<file path="config.mk">
export PLATFORM = sky130hd
export DESIGN_NAME = instr_sequencer
export DESIGN_NICKNAME = d
export VERILOG_FILES = /design/src/rtl/instr_sequencer.sv
export SDC_FILE = /design/constraint.sdc
export NUM_CORES = 1
export LEC_CHECK = 0
export ABC_AREA = 1
export ABC_CLOCK_PERIOD_IN_PS = 6600
export CAP_MARGIN = 40
export CORE_ASPECT_RATIO = 1.4
export CORE_UTILIZATION = 33
export DETAILED_ROUTE_END_ITERATION = 12
export GPL_ROUTABILITY_DRIVEN = 0
export PLACE_DENSITY = 0.58
export SLEW_MARGIN = 10
export SYNTH_ARGS = -nofsm -noshare
export SYNTH_HDL_FRONTEND = slang
export SYNTH_SLANG_ARGS = --single-unit
export TNS_END_PERCENT = 50
</file>
<file path="constraint.sdc">
create_clock -name clk -period 6.6 [get_ports clk]
set_input_delay 1.65 -clock clk [delete_from_list [all_inputs] [get_ports clk]]
set_output_delay 1.65 -clock clk [all_outputs]
set_load 0.05 [all_outputs]
</file>
<file path="src/rtl/instr_sequencer.sv">
// Fetch/decode/issue sequencer: walks instruction memory from address 0, follows
// opcode-110 jumps, hands executable ops to the datapath and stops on opcode 111.
module instr_sequencer #(
    parameter int unsigned INSTR_BIT = 8,
    parameter int unsigned INDEX_BIT = 5
) (
    input  logic                 clk,
    input  logic                 rst,
    input  logic                 start,
    output logic                 imem_en,
    output logic [INSTR_BIT-1:0] imem_addr,
    input  logic [31:0]          imem_rdata,
    output logic [31:0]          instr,
    output logic                 instr_valid,
    input  logic                 exec_ready,
    output logic [INSTR_BIT-1:0] pc,
    output logic                 busy,
    output logic                 done,
    output logic [15:0]          retired
);

    localparam int unsigned OPC_LSB = 29;
    localparam int unsigned JMP_LSB = OPC_LSB - INSTR_BIT;
    localparam logic [2:0]  OP_JUMP = 3'b110;
    localparam logic [2:0]  OP_HALT = 3'b111;
    localparam logic [15:0] RET_MAX = 16'hFFFF;

    // Jump target and three register-index fields must fit below the opcode.
    if (INSTR_BIT < 1 || INSTR_BIT > OPC_LSB || INDEX_BIT < 1 || 3 * INDEX_BIT > OPC_LSB) begin : g_param_check
        $error("instr_sequencer: unsupported INSTR_BIT/INDEX_BIT combination");
    end

    typedef enum logic [2:0] {
        S_IDLE,
        S_FETCH,
        S_DECODE,
        S_ISSUE,
        S_HALT
    } state_e;

    state_e                 state_q, state_d;
    logic [INSTR_BIT-1:0]   pc_q, pc_d;
    logic [31:0]            instr_q, instr_d;
    logic [15:0]            retired_q, retired_d;
    logic                   imem_en_q, imem_en_d;
    logic                   instr_valid_q, instr_valid_d;
    logic                   busy_q, busy_d;
    logic                   done_q, done_d;
    logic [2:0]             opcode_c;

    assign opcode_c = imem_rdata[31:OPC_LSB];

    // Next state; status outputs are decoded from the next state so they register with it.
    always_comb begin
        state_d   = state_q;
        pc_d      = pc_q;
        instr_d   = instr_q;
        retired_d = retired_q;

        case (state_q)
            S_IDLE, S_HALT: begin
                if (start) begin
                    pc_d      = '0;
                    retired_d = '0;
                    state_d   = S_FETCH;
                end
            end
            S_FETCH: begin
                state_d = S_DECODE;
            end
            S_DECODE: begin
                instr_d = imem_rdata;
                if (opcode_c == OP_JUMP) begin
                    pc_d    = imem_rdata[OPC_LSB-1:JMP_LSB];
                    state_d = S_FETCH;
                end else if (opcode_c == OP_HALT) begin
                    state_d = S_HALT;
                end else begin
                    state_d = S_ISSUE;
                end
            end
            S_ISSUE: begin
                if (exec_ready) begin
                    retired_d = (retired_q == RET_MAX) ? retired_q : retired_q + 16'd1;
                    pc_d      = pc_q + INSTR_BIT'(1);
                    state_d   = S_FETCH;
                end
            end
            default: begin
                state_d = S_IDLE;
            end
        endcase

        imem_en_d     = (state_d == S_FETCH);
        instr_valid_d = (state_d == S_ISSUE);
        busy_d        = (state_d != S_IDLE) && (state_d != S_HALT);
        done_d        = (state_d == S_HALT);
    end

    always_ff @(posedge clk or posedge rst) begin
        if (rst) begin
            state_q       <= S_IDLE;
            pc_q          <= '0;
            instr_q       <= '0;
            retired_q     <= '0;
            imem_en_q     <= 1'b0;
            instr_valid_q <= 1'b0;
            busy_q        <= 1'b0;
            done_q        <= 1'b0;
        end else begin
            state_q       <= state_d;
            pc_q          <= pc_d;
            instr_q       <= instr_d;
            retired_q     <= retired_d;
            imem_en_q     <= imem_en_d;
            instr_valid_q <= instr_valid_d;
            busy_q        <= busy_d;
            done_q        <= done_d;
        end
    end

    assign imem_en     = imem_en_q;
    assign imem_addr   = pc_q;
    assign instr       = instr_q;
    assign instr_valid = instr_valid_q;
    assign pc          = pc_q;
    assign busy        = busy_q;
    assign done        = done_q;
    assign retired     = retired_q;

endmodule

</file>
Word-level counts from Yosys, hierarchy flattened
Cells that the tools add are included.
{"block": "word_totals", "reg_bits": 63}
{"block": "classes", "addsub": 2, "eq_ne": 15, "muxes": 13, "reduce_logical": 8}
{"operator": "16-bit two-way mux", "n": 3}
{"operator": "16-bit one-hot mux with 2 select lines", "n": 1}
{"operator": "8-bit two-way mux", "n": 3}
{"operator": "8-bit one-hot mux with 3 select lines", "n": 1}
{"operator": "16-bit by 1-bit adder with 16-bit output (second input constant)", "n": 1}
{"operator": "16-bit == test (second input constant)", "n": 1}
{"operator": "3-bit == test (second input constant)", "n": 4}
{"operator": "3-bit two-way mux", "n": 4}
{"operator": "3-bit one-hot mux with 4 select lines", "n": 1}
{"operator": "3-bit by 2-bit == test with 1-bit output (second input constant)", "n": 3}
{"operator": "8-bit by 1-bit adder with 8-bit output (second input constant)", "n": 1}
{"operator": "2-bit != test (second input constant)", "n": 4}
{"operator": "4-bit AND reduction", "n": 2}
{"operator": "3-bit by 1-bit == test with 1-bit output (second input constant)", "n": 2}
{"operator": "3-bit nonzero test", "n": 2}
{"operator": "3-bit zero test", "n": 1}
{"operator": "3-bit != test (second input constant)", "n": 1}
{"operator": "2-bit nonzero test", "n": 1}
{"operator": "2-bit OR reduction", "n": 1}
{"operator": "1-bit logical AND", "n": 1}

Depth between registers and ports, before layout
Gate-level depths: netlist of run 1.
{"block": "depth", "ltp_word": 6, "ltp_mapped": 10}

Worst setup path after synthesis of run 1
Ideal clock, no wire load.
{"block": "synth_timing", "path_type": "register -> output", "startpoint": "register pc_q[0], in the netlist imem_addr[0]", "endpoint": "output port pc[0]", "t_arrival_ps": 961, "t_required_ps": 4950, "path_slack_ps": 3989, "path_stages_with_launch": 2, "n_path_buf": 1, "cell_sequence": "dfrtp_1 -> buf_4"}
{"element": "from (decl)", "line_no": "42", "rtl": "logic [INSTR_BIT-1:0] pc_q, pc_d;"}
{"element": "from (signal assigned)", "line_no": "112", "rtl": "pc_q <= pc_d;"}
{"element": "to (decl)", "line_no": "16", "rtl": "output logic [INSTR_BIT-1:0] pc,"}
No word-level cell between the ends.

Worst setup path after layout of run 1
{"block": "layout_timing", "startpoint": "register pc_q[0], in the netlist imem_addr[0]", "endpoint": "output port imem_addr[0]"}
{"element": "to (decl)", "line_no": "11", "rtl": "output logic [INSTR_BIT-1:0] imem_addr,"}
No word-level cell between the ends.

==> results.md, run 1 <==
- Rel. slew slack: 0.4702
- Fin. max-slew vios: 0
- Post-CTS setup buffers: 0
- Initial antenna violation count: 0
- Routed via count: 2814
- Synth Instances: around 390
- Leakage: 2.071 nW
- Fin crit period: 3.296 ns
- Int Power: 1.319 mW
- Initial DRT Pass Iterations: 9
- Commonest non-fill, non-tap cell in the layout: nand2_1
- Skew final: about 0.0063 ns
- Hold path startpoint: instr[31]$_DFFE_PP0N_
- Dpl cells: 585
- Rows: 41
- Comb pwr share: 0.531
- Setup violators final: 0
- YS warnings: 0
- Layout Nets: around 530
- Pre-CTS setup slack: roughly 3.5 ns
- Clk buf depth: 2
- Post-Synth Simple-Gate Area: 0.3136
- Synth unique cells: 34
- Share of layout cells above drive strength 1: 0.09514
- Critical Path Slowest Stage Cell: clkdlybuf4s50_1
- Clock Sinks: 63
- Setup tns final: 0 ns
- Placed cell area: 4224 sq um
- Die width: 84.55 microns
- Number of remaining DRC errors: 3
- R2R Path Start: state_q[0]$_DFF_PP0_
- CP required: 4.95 ns
- ANT cells: 0
- Fin area: 4571 sq um
- Fin worst setup slack: 3.304 ns
- Reg2Reg Depth: 9
- Final Cycle Share: 0.4994
- Hold WC Path Type: flip-flop to flip-flop
- Core area: 9131 sq um
- Most frequent cells in the layout: nand2_1, clkdlybuf4s50_1, dfrtp_1
- Max-cap violations: 0
- Largest net degree at the start of global routing: 64
- First-pass GRT wire length: 13290 microns
- Setup crit end kind: primary output
- Critical path's largest stage delay: 0.86 ns
- Finished Layout Cells: 601
- Buf/Inv on CP: 1
- Number of stages on the worst setup path: 1
- Launch point of the worst path: imem_addr[0]$_DFFE_PP0P_
- Final ANT Viol Nets: 0
- Top_reg_cell synth: dfrtp_1
- Critical path type: flip-flop to primary output
- Post-synth ARST share: 1.000
- H-tree depth: 3
- Largest family of logic cells by synthesized area: simple AND/OR/NAND/NOR gates
- Failing checks: DRC
- Port bufs: 103
- Max Fclk: slightly above 0.3 GHz
- Pwr Density: 549.8 nW/um^2
- Post-Synth Adder-Cell Area: 0.007949
- Fillers: 890
- CTS tree: yes
- Design Power: 2.513 mW
- RSZ-0062 raised after global routing: false
- Post-Syn Area: 3148 sq um
- Drt initial violations: 107
- Num CTS Buffers: 9
- # resized after CTS: 0
- WL final: 7845 microns
- Total GRT Usage: 0.1706
- Initial Util: 0.3448
- Sequential-to-total area share from yosys stat: 0.5008
- Count of state elements after synthesis: 63
- Mapped Nets: 429
- Status: finished with violations
- Sw Ratio: 0.4752
- # hold bufs at CTS: 0
- Reg power frac: 0.251
- Post-DP HPWL: 5618 microns
- Crit path launch type: flip-flop
- VDD IR max: 0.0002803 V
- Final hold violations: 0
- Ports: roughly 100
- Synth-to-Final Area Change: 45.19%
- Slew at the pin closest to its max-slew limit: 0.7947 ns
- Avg WL per Cell: 13.05 microns
- Die Y: 117.6 microns
- EDFF count, synth: 0
- Hold-critical path depth: 2
- Switching power total: approximately 1.2 mW
- Cells along the critical path: clkdlybuf4s50_1
- CP arrival: 1.65 ns
- Gr ovfl total: 0
- Clock share of power: 0.218
- Mux contribution to synthesized area: 0
- Post-Synth XOR/XNOR Area: 0.01948
- Die ar.: 9940 sq um
- Worst-Skew Late Latency: between 0.3 and 0.4 ns
- Worst Path Max Fanout: 6
- Vias per inst: 4.682
- Synth Area in Compound Gates: 0.08545
- Clock slew seen by the registers of the worst setup and hold paths: 0.05 ns
- Vias in the first global route: 2798
- Avg Inst Size Synth: 8.051 sq um
- Root Driver: clkbuf_16
- CP top delay family: buffers and inverters
-- worst min-delay path: cells and delay by family, from the launching register on --
family	cells	cell delay (ns)
flip-flops	1	0.34
AND/OR/NAND/NOR	2	0.10
-- Yosys cell counts, types with 2 or more instances --
library cell | n | area, sq um
buf_6 | 3 | 33.78
o21ai_0 | 17 | 85.08
nand2_4 | 2 | 22.52
o21ai_2 | 12 | 105.1
xnor2_1 | 2 | 17.52
inv_1 | 24 | 90.09
nor2_1 | 25 | 93.84
xor2_1 | 5 | 43.79
o21bai_1 | 4 | 30.03
o21ai_1 | 2 | 10.01
nand2_2 | 4 | 25.02
nand4_1 | 5 | 31.28
clkbuf_1 | 4 | 15.01
nand3_1 | 13 | 65.06
ha_1 | 2 | 25.02
buf_2 | 3 | 15.01
buf_4 | 8 | 60.06
nor2_2 | 3 | 18.77
nand2_1 | 174 | 653.1
dfrtp_1 | 63 | 1577
a21oi_1 | 2 | 10.01
o31ai_1 | 2 | 15.01
-- area by class of cell --
class,instances,area [sq um],share of cell area
repair buffers,105,1066,0.2332
well taps,107,133.9,0.02929
clock inverters,6,107.6,0.02354
flip-flops and latches,63,1577,0.3449
inverters,27,105.1,0.02299
multi-input cells,283,1343,0.2937
clock buffers,10,239.0,0.05229
-- power by group through the flow --
stage / logic [mW] / registers (mW) / clock network [mW]
2_1_floorplan: 0.507 / 1.07 / 0
3_3_place_gp: 1.32 / 0.633 / 0
3_5_place_dp: 1.35 / 0.634 / 0
4_1_cts: 1.35 / 0.635 / 0.560
5_1_grt: 1.43 / 0.654 / 0.579
6_report: 1.33 / 0.631 / 0.548
-- flip-flops by register name, indices dropped and copies added (netlist names) --
| signal | count |
|---|---|
| retired | 16 |
| busy | 1 |
| state_q | 3 |
| imem_en | 1 |
| imem_addr | 8 |
| done | 1 |
| instr_valid | 1 |
| instr | 32 |
-- kinds of logic after synthesis --
logic type                 Yosys count
buffers and inverters               45
and+or+nand+nor                    233
DFF                                 63
adders and majority gates            2
AOI/OAI and AO/OA                   41
xor gates and xnor gates             7
-- through the flow --
stage	utilization	hold WS (ns)
after floorplan	-	0.5661
after global placement	0.4596	0.4612
after detailed placement	0.4626	0.4668
after CTS	0.5005	0.4791
after global routing	0.5005	0.5037
final	0.5005	0.4745
-- per-layer routing --
layer,up-vias,share of wire,global-route usage
li1,1414,-,-
met1,1293,0.41,0.1952
met2,96,0.48,0.2779
met3,11,0.091,0.06732
met4,0,0.021,0.07839
met5,-,0,0
-- worst paths after layout --
path | end | slack, ns
max reg2reg | busy$_DFF_PP0_ | 4.49
min in group asynchronous | retired[4]$_DFFE_PP0P_ | 1.87
max in group asynchronous | retired[13]$_DFFE_PP0P_ | 4.19
min | instr[31]$_DFFE_PP0N_ | 0.47
max | imem_addr[0] | 3.30
min reg2reg | instr[31]$_DFFE_PP0N_ | 0.47
(Power assumes the default switching activity.)
==> inputs of run 2 (changes only) <==
- ABC_CLOCK_PERIOD_IN_PS: 6600 -> 3200
- clock period: 6.6 -> 3.2 ns (I/O delays scaled with it)
==> results.md, run 2 (synthesis results as in run 1) <==
- Post-CTS setup buffers: 0 (unchanged)
- Multi-input gate area in the final layout: 1343 sq um (unchanged)
- Vias per inst: 4.674 (-0.17%)
- # hold bufs at CTS: 0 (unchanged)
- WHS: 0.4835 ns (+0.008946 ns)
- Share of layout cells above drive strength 1: 0.09293 (-0.002212)
- Largest net degree at the start of global routing: 43 (-33%)
- Initial DRT Pass Iterations: 8 (-1)
- Routed via count: 2814 (unchanged)
- First-pass GRT wire length: 13130 microns (-1.2%)
- Rel. slew slack: 0.6328 (+0.1626)
- Synth-to-Final Area Change: 44.52%
- CP arrival: 1.64 ns (about the same)
- Buf/Inv on CP: 1 (unchanged)
- Reg2Reg Depth: 10 (+1)
- CTS tree: yes
- Max reg flops: 32 (unchanged)
- Clk buf depth: 2 (unchanged)
- Number of stages on the worst setup path: 1 (unchanged)
- # resized after CTS: 0 (unchanged)
- Initial Util: 0.3448 (unchanged)
- VDD IR max: 0.0006437 V (+130%)
- Clock Sinks: 63 (unchanged)
- Core area: 9131 sq um (unchanged)
- Die width: 84.55 microns (unchanged)
- RSZ-0062 raised after global routing: false
- Clock slew seen by the registers of the worst setup and hold paths: 0.05 ns (about the same)
- Crit path launch type: flip-flop
- Rows: 41 (unchanged)
- Setup tns final: 0 ns (unchanged)
- Cells along the critical path: clkdlybuf4s50_1
- Post-DP HPWL: 5613 microns (about the same)
- Fin crit period: 2.444 ns
- Critical path's largest stage delay: 0.87 ns (about the same)
- Setup crit end kind: primary output
- Final hold violations: 0 (unchanged)
- Total GRT Usage: 0.1678 (-0.002814)
- Port bufs: 103 (unchanged)
- Final Cycle Share: 0.7639
- Number of remaining DRC errors: 3 (unchanged)
- Commonest non-fill, non-tap cell in the layout: nand2_1
- Initial antenna violation count: 0 (unchanged)
- Layout Nets: 528 (+0.19%)
- Skew final: 0.004497 ns (-0.001810 ns)
- CP required: 2.40 ns (-2.55 ns)
- Hold-critical path depth: 2 (unchanged)
- Hold WC Path Type: flip-flop to flip-flop
- Status: finished with violations
- Fillers: 905 (+1.7%)
- Gr ovfl total: 0 (unchanged)
- Failing checks: DRC
- Final ANT Viol Nets: 0 (unchanged)
- Register-to-register setup slack: 1.55 ns (-2.94 ns)
- ANT cells: 0 (unchanged)
- Avg WL per Cell: 12.92 microns (-1.0%)
- Leakage: 2.064 nW (-0.38%)
- H-tree depth: 3 (unchanged)
- Pwr Density: 1119 nW/um^2 (+100%)
- Critical Path Slowest Stage Cell: clkdlybuf4s50_1
- Fin. max-slew vios: 0 (unchanged)
- Critical path type: flip-flop to primary output
- Die Y: 117.6 microns (unchanged)
- Final Core Density: 0.4982 (-0.002329)
- Vias in the first global route: 2747 (-1.8%)
- Ports: 104 (unchanged)
- Max-cap violations: 0 (unchanged)
- Slew at the pin closest to its max-slew limit: 0.5500 ns (-0.2447 ns)
- Drt initial violations: 142 (+33%)
- WL final: 7777 microns (-0.87%)
- Die ar.: 9940 sq um (unchanged)
- Worst-Skew Late Latency: 0.32 ns (about the same)
- Worst Path Max Fanout: 6 (unchanged)
- Max Fclk: 0.4091 GHz
- Root Driver: clkbuf_16
- Most frequent cells in the layout: nand2_1, clkdlybuf4s50_1, dfrtp_1
- Reg area: 1577 sq um (unchanged)
- Setup violators final: 0 (unchanged)
- CP top delay family: buffers and inverters
- Num CTS Buffers: 9 (unchanged)
==> run 2: cell types whose count changed in the layout (fill, tap and decap cells not counted), sizes merged <==
cell / delta
clkbuf: +3
clkinvlp: -1
bufinv: -1
clkinv: -1
buf: +1
==> run 2: report_power, final <==
part,internal (mW),total (mW),switching [mW]
clock network,0.723,1.06,0.337
logic,0.838,2.72,1.89
registers,1.09,1.31,0.217
total,2.65,5.09,2.44
==> run 2: worst reg2reg max path, cell delays in order (launching register included) <==
cell	delay (ns)
dfrtp_1	0.46
nand2_2	0.07
nor2_2	0.08
buf_4	0.21
nand2_1	0.13
nand2_2	0.14
inv_1	0.06
nand2_2	0.16
inv_4	0.09
nand2_1	0.08
o21ai_1	0.05
==> run 2: layout make-up <==
type,instances,share of cell area
Clock buffer,13,0.05721
Timing Repair Buffer,106,0.2343
Inverter,27,0.02310
Tap cell,107,0.02943
Multi-Input combinational cell,283,0.2951
Sequential cell,63,0.3465
Clock inverter,3,0.01430
==> run 2: metrics by stage <==
stage | cell area, sq um | setup slack, ns | cells | power (mW)
6_report | 4549 | 0.7556 | 602 | 5.091
5_1_grt | 4549 | 0.6919 | 602 | 5.408
4_1_cts | 4549 | 0.7342 | 602 | 5.164
3_5_place_dp | 4224 | 0.9956 | 586 | 4.072
3_3_place_gp | 4224 | 1.054 | 586 | 4.051
2_1_floorplan | 3148 | 0.8303 | 391 | 3.260
==> run 2: path summary, 6_finish.rpt <==
path | start | end
setup / recovery | imem_addr[0]$_DFFE_PP0P_ | imem_addr[0]
hold / removal | instr[0]$_DFFE_PP0N_ | instr[0]$_DFFE_PP0N_
setup reg to reg | state_q[1]$_DFF_PP0_ | imem_addr[4]$_DFFE_PP0P_
hold reg to reg | instr[0]$_DFFE_PP0N_ | instr[0]$_DFFE_PP0N_
max in group asynchronous | rst | instr[25]$_DFFE_PP0N_
min in group asynchronous | rst | instr_valid$_DFF_PP0_
==> run 2: metal layers <==
metal  up-vias  share of wire  global-route usage
met5         -              0                   0
met2        94           0.48              0.2688
met4         0         0.0094             0.06356
met1      1298           0.42              0.2011
met3         6          0.089             0.06732
li1       1416              -                   -
